[src/rtl/spi_mem_slave.sv]
// rtl/spi_mem_slave.sv - SPI slave giving command-framed burst read/write access to an on-chip word memory
module spi_mem_slave #(
  parameter int DATA_W      = 8,
  parameter int ADDR_W      = 7,
  parameter bit CPOL        = 1'b0,
  parameter bit CPHA        = 1'b0,
  parameter int SYNC_STAGES = 2
) (
  input  logic clk,
  input  logic reset_n,
  input  logic sclk,
  input  logic cs_n,
  input  logic mosi,
  output logic miso,
  output logic miso_oe,
  output logic busy,
  output logic wr_strobe,
  output logic frame_done
);

  localparam int DEPTH = 2 ** ADDR_W;
  localparam int CNT_W = $clog2(DATA_W);
  localparam logic [CNT_W-1:0] LAST_BIT = CNT_W'(DATA_W - 1);

  typedef enum logic [1:0] {IDLE, CMD, WRITE, READ} state_t;

  logic [SYNC_STAGES-1:0] sclk_sync_q, sclk_sync_d;
  logic [SYNC_STAGES-1:0] cs_sync_q, cs_sync_d;
  logic [SYNC_STAGES-1:0] mosi_sync_q, mosi_sync_d;
  logic                   sclk_prev_q, cs_prev_q;

  state_t            state_q, state_d;
  logic [CNT_W-1:0]  bit_cnt_q, bit_cnt_d;
  logic [DATA_W-2:0] shreg_q, shreg_d;
  logic [DATA_W-1:0] tx_q, tx_d;
  logic [ADDR_W-1:0] addr_q, addr_d;
  logic              miso_q, miso_d;
  logic              wr_strobe_q, wr_strobe_d;
  logic              frame_done_q, frame_done_d;
  logic              ld1_q, ld1_d;
  logic              ld2_q, ld2_d;

  logic [DATA_W-1:0] mem [DEPTH];
  logic [DATA_W-1:0] rd_data_q;

  logic              sclk_s, cs_s, mosi_s;
  logic              sclk_rise, sclk_fall, lead_edge, trail_edge;
  logic              sample_edge, shift_edge, cs_fall;
  logic [DATA_W-1:0] rx_word;
  logic              wr_en;

  always_comb begin
    sclk_sync_d = {sclk_sync_q[SYNC_STAGES-2:0], sclk};
    cs_sync_d   = {cs_sync_q[SYNC_STAGES-2:0], cs_n};
    mosi_sync_d = {mosi_sync_q[SYNC_STAGES-2:0], mosi};
  end

  assign sclk_s      = sclk_sync_q[SYNC_STAGES-1];
  assign cs_s        = cs_sync_q[SYNC_STAGES-1];
  assign mosi_s      = mosi_sync_q[SYNC_STAGES-1];
  assign sclk_rise   = sclk_s & ~sclk_prev_q;
  assign sclk_fall   = ~sclk_s & sclk_prev_q;
  assign lead_edge   = CPOL ? sclk_fall : sclk_rise;
  assign trail_edge  = CPOL ? sclk_rise : sclk_fall;
  assign sample_edge = CPHA ? trail_edge : lead_edge;
  assign shift_edge  = CPHA ? lead_edge : trail_edge;
  assign cs_fall     = cs_prev_q & ~cs_s;

  always_comb begin
    state_d      = state_q;
    bit_cnt_d    = bit_cnt_q;
    shreg_d      = shreg_q;
    tx_d         = tx_q;
    addr_d       = addr_q;
    miso_d       = miso_q;
    wr_strobe_d  = 1'b0;
    frame_done_d = 1'b0;
    ld1_d        = 1'b0;
    ld2_d        = ld1_q;
    wr_en        = 1'b0;
    rx_word      = {shreg_q, mosi_s};

    case (state_q)
      IDLE: begin
        if (cs_fall) begin
          state_d   = CMD;
          bit_cnt_d = '0;
          shreg_d   = '0;
        end
      end
      CMD, WRITE, READ: begin
        if (sample_edge) begin
          shreg_d   = rx_word[DATA_W-2:0];
          bit_cnt_d = bit_cnt_q + CNT_W'(1);
          if (bit_cnt_q == LAST_BIT) begin
            bit_cnt_d = '0;
            if (state_q == CMD) begin
              addr_d  = rx_word[ADDR_W-1:0];
              state_d = rx_word[DATA_W-1] ? READ : WRITE;
              ld1_d   = rx_word[DATA_W-1];
              miso_d  = 1'b0;
            end else begin
              addr_d      = addr_q + ADDR_W'(1);
              wr_en       = (state_q == WRITE);
              wr_strobe_d = (state_q == WRITE);
              ld1_d       = (state_q == READ);
            end
          end
        end
        // The RAM has one cycle of latency after addr_q settles, so the
        // transmit load lands two cycles after the word boundary.
        if (state_q == READ) begin
          if (ld2_q) begin
            if (CPHA) begin
              tx_d = rd_data_q;
            end else begin
              miso_d = rd_data_q[DATA_W-1];
              tx_d   = {rd_data_q[DATA_W-2:0], 1'b0};
            end
          end else if (shift_edge && (CPHA || (bit_cnt_q != '0))) begin
            miso_d = tx_q[DATA_W-1];
            tx_d   = {tx_q[DATA_W-2:0], 1'b0};
          end
        end
        // A sample edge seen in the same cycle is still honoured above.
        if (cs_s) begin
          state_d      = IDLE;
          frame_done_d = 1'b1;
          miso_d       = 1'b0;
          ld1_d        = 1'b0;
        end
      end
      default: state_d = IDLE;
    endcase
  end

  always_ff @(posedge clk or negedge reset_n) begin
    if (!reset_n) begin
      sclk_sync_q  <= {SYNC_STAGES{CPOL}};
      cs_sync_q    <= {SYNC_STAGES{1'b1}};
      mosi_sync_q  <= '0;
      sclk_prev_q  <= CPOL;
      cs_prev_q    <= 1'b1;
      state_q      <= IDLE;
      bit_cnt_q    <= '0;
      shreg_q      <= '0;
      tx_q         <= '0;
      addr_q       <= '0;
      miso_q       <= 1'b0;
      wr_strobe_q  <= 1'b0;
      frame_done_q <= 1'b0;
      ld1_q        <= 1'b0;
      ld2_q        <= 1'b0;
    end else begin
      sclk_sync_q  <= sclk_sync_d;
      cs_sync_q    <= cs_sync_d;
      mosi_sync_q  <= mosi_sync_d;
      sclk_prev_q  <= sclk_s;
      cs_prev_q    <= cs_s;
      state_q      <= state_d;
      bit_cnt_q    <= bit_cnt_d;
      shreg_q      <= shreg_d;
      tx_q         <= tx_d;
      addr_q       <= addr_d;
      miso_q       <= miso_d;
      wr_strobe_q  <= wr_strobe_d;
      frame_done_q <= frame_done_d;
      ld1_q        <= ld1_d;
      ld2_q        <= ld2_d;
    end
  end

  // Contents survive reset; a reset mid-frame forces IDLE so wr_en stays low.
  always_ff @(posedge clk) begin
    if (wr_en) begin
      mem[addr_q] <= rx_word;
    end
    rd_data_q <= mem[addr_q];
  end

  assign busy       = (state_q != IDLE);
  assign miso_oe    = (state_q == READ);
  assign miso       = miso_q & miso_oe;
  assign wr_strobe  = wr_strobe_q;
  assign frame_done = frame_done_q;

endmodule

[config.mk]
export PLATFORM = sky130hd
export DESIGN_NAME = spi_mem_slave
export DESIGN_NICKNAME = d
export VERILOG_FILES = /design/src/rtl/spi_mem_slave.sv
export SDC_FILE = /design/constraint.sdc
export NUM_CORES = 1
export LEC_CHECK = 0
export BUFFER_PORTS_ARGS = -buffer_cell sky130_fd_sc_hd__clkbuf_2
export CORE_ASPECT_RATIO = 1.1
export CORE_MARGIN = 2
export CORE_UTILIZATION = 55
export DETAILED_ROUTE_END_ITERATION = 12
export PLACE_DENSITY_LB_ADDON = 0.2
export SYNTH_ARGS = -nofsm -noshare
export SYNTH_HDL_FRONTEND = slang
export SYNTH_SLANG_ARGS = --single-unit
[constraint.sdc]
create_clock -name clk -period 5.1 [get_ports clk]
set_input_delay 0.51 -clock clk [delete_from_list [all_inputs] [get_ports clk]]
set_output_delay 0.51 -clock clk [all_outputs]
set_load 0.02 [all_outputs]
==> results.json <==
{
  "coreArea_mm2": 0.07586,
  "rsz0062_at_grt": "false",
  "ys_async_sr_fraction": 0.03641,
  "wl_per_cell_um": 35.22,
  "crit_fanout": 51,
  "startpoint_type": "register",
  "clockBufferDepth": 3,
  "hp-class": "in -> async",
  "grt_pass1_wl_um": 184900,
  "stdcell_count": 3705,
  "period_share": 0.8161,
  "hold_violations": 0,
  "dieArea_mm2": 0.07874,
  "static-leakage-power_nw": 14.46,
  "use_met1": 0.4460,
  "post-cts-setup-buffers": 0,
  "hold_slack_ns": 0.02244,
  "synth_top_area_cell": "edfxtp_1",
  "grt_most_used_layer": "met2",
  "cts_made_buffers": 104,
  "portBuffers": 9,
  "tns_ns": 0,
  "stdcell_area_mm2": 0.04678,
  "drt_iter0_drc": 4160,
  "nets": 2602,
  "die_x_um": 267.7,
  "hpwl_um": 79980,
  "dieHeight_um": 294.1,
  "synth_top_family_by_area": "compound AO/OA/AOI/OAI gates",
  "fin_util": 0.6166,
  "setup_viol": 0,
  "wl_um": 130500,
  "cts-root-buf": "clkbuf_16",
  "clock_latency_ns": 0.67,
  "grt_max_degree": 82,
  "syn_nets": 2599,
  "yosys_warnings": 0,
  "layout_setup_ws_ns": 0.9377,
  "synthAdderAreaFrac": 0.001189,
  "place_inst": 3510,
  "yosysTopAreaCellShare": 0.7307,
  "worstMarginPinSlew_ns": 1.285,
  "yosys.area_share.xor_xnor": 0,
  "dr_total_vias": 26360,
  "place_area_mm2": 0.04333,
  "synthTopCellsByArea": "edfxtp_1, a221oi_1, dfrtp_1",
  "syn2layout_area_growth_pct": 11.16,
  "skew_ns": 0.03323,
  "ys_seq_area_frac": 0.7578,
  "gr-usage-met2": 0.5056,
  "arrival_ns": 4.69,
  "muxShareOfSynthArea": 0.04222,
  "vdd.ir_drop.worst_uv": 270.5,
  "regArea_mm2": 0.03193,
  "postCtsHoldBufs": 3,
  "synth_edf_count": 1024,
  "required_ns": 5.63,
  "cts_resized": 0,
  "viasPerCell": 7.115,
  "cap_violations": 0,
  "finalPower_mw": 17.52,
  "grt_pass1_vias": 25360,
  "num_io_pins": 10,
  "cts_sinks": 1071,
  "start_util": 0.5547,
  "antenna_found_initial": 6,
  "antenna_cells": 0,
  "rows": 106,
  "fillers": 5470,
  "drv_slew": 0,
  "syn-instance-count": 2590,
  "drive_gt1_frac": 0.1314,
  "path_clk_slew_ns": 0.06,
  "synth_compound_area_frac": 0.1186,
  "multi_input_area_mm2": 0.009269,
  "mostFrequentLayoutCells": "edfxtp_1, nor2_1, a221oi_1",
  "htreeDepth": 3,
  "period_minus_slack_ns": 4.162,
  "synth_simple_gate_area_share": 0.05691,
  "cts_tree": "done",
  "netlist_area_mm2": 0.04208,
  "endpoint_kind": "register",
  "power_density_mw_per_mm2": 374.6,
  "syn_area_per_cell_um2": 16.25,
  "dr.pass1.iters": 6,
  "gp_congestion": 1.001,
  "ant_nets": 0,
  "drt_drc_violations_left": 0,
  "crit_type": "reg -> reg",
  "status": "complete, no violations",
  "grt_usage": 0.3323,
  "overflow": 0,
  "pre_cts_ws_ns": 1.068,
  "synthDistinctLibCells": 74,
  "ys_ff_latch": 1071,
  "max_freq_ghz": 0.2403,
  "met3_usage": 0.09289,
  "synthFlopType": "edfxtp_1",
  "slew_headroom": 0.1209,
  "final_common_cell": "edfxtp_1"
}
==> cells by family (layout without fill, tap and decap cells) <==
group,after synthesis,after routing
AOI/OAI and AO/OA,671,671
muxes,133,133
DFF,1071,1071
adders and majority gates,4,4
and+or+nand+nor,496,496
buffers and inverters,215,304
==> critical path, stage by stage (launching register included) <==
cell	delay (ns)
dfrtp_4	1.06
buf_4	0.55
mux2i_1	0.28
o22ai_1	0.10
a2111oi_0	1.11
a311oi_1	0.22
nor4_1	0.52
nand4_1	0.15
==> area by class of cell <==
class,instances,area share
clock buffer,123,0.05874
clock inverter,69,0.01439
inverter,12,0.001070
multi-input combinational,1304,0.1981
sequential,1071,0.6826
tap,1026,0.02744
timing repair buffer,100,0.01760
==> registers in the layout, summed over array words and instances (netlist names), 2 cells and up <==
| register | flops |
|---|---|
| mem | 1024 |
| rd_data_q | 8 |
| addr_q | 7 |
| shreg_q | 7 |
| tx_q | 7 |
| bit_cnt_q | 3 |
| cs_sync_q | 2 |
| mosi_sync_q | 2 |
| sclk_sync_q | 2 |
| state_q | 2 |
==> synth_stat cells (8+ instances only) <==
cell type and number:
dfrtp_1 36, clkbuf_1 81, o21ai_0 66, buf_1 28
a21oi_1 111, o22ai_1 39, nor2_1 190, a221oi_1 154
nand3_1 26, nand2_1 111, nor3_1 30, a221o_1 31
edfxtp_1 1024, o2bb2ai_1 16, dfxtp_1 8, mux2_2 31
a22oi_1 106, a31oi_1 8, and3_1 9, nand4_1 9
mux2i_1 68, o32ai_1 8, nand3b_1 16, nor2b_1 34
nand2b_1 14, mux4_2 32, buf_2 81, a22o_1 30
a21o_1 11, o221ai_1 17, a222oi_1 12, inv_1 11
o211ai_1 11
==> worst paths after layout <==
kind | end | slack, ns | startpoint | cells after the start
max reg2reg | rd_data_q[1]$_DFF_P_ | 0.94 | addr_q[0]$_DFFE_PN0P_ | 7
min | tx_q[4]$_DFFE_PN0P_ | 0.02 | reset_n | 1
min in group clk | ld2_q$_DFF_PN0_ | 0.35 | ld1_q$_DFF_PN0_ | 0
min reg2reg | ld2_q$_DFF_PN0_ | 0.35 | ld1_q$_DFF_PN0_ | 0
max | rd_data_q[1]$_DFF_P_ | 0.94 | addr_q[0]$_DFFE_PN0P_ | 7
max in group asynchronous | shreg_q[1]$_DFFE_PN0P_ | 4.29 | reset_n | 1
==> where the power goes <==
part           total [mW]  internal, mW  leakage, nW  switching, mW
Sequential           9.63          9.58         9.67         0.0486
Clock                7.80          4.50         1.68           3.30
Combinational      0.0989        0.0172         3.10         0.0818
Total                17.5          14.1         14.5           3.43
==> per-layer routing <==
metal	up-vias	wire (um)
met5	-	85
met2	2098	59250
met3	444	17640
met4	12	7483
met1	13260	46030
li1	10550	-
Note: power is estimated with default switching activity, not from simulation.
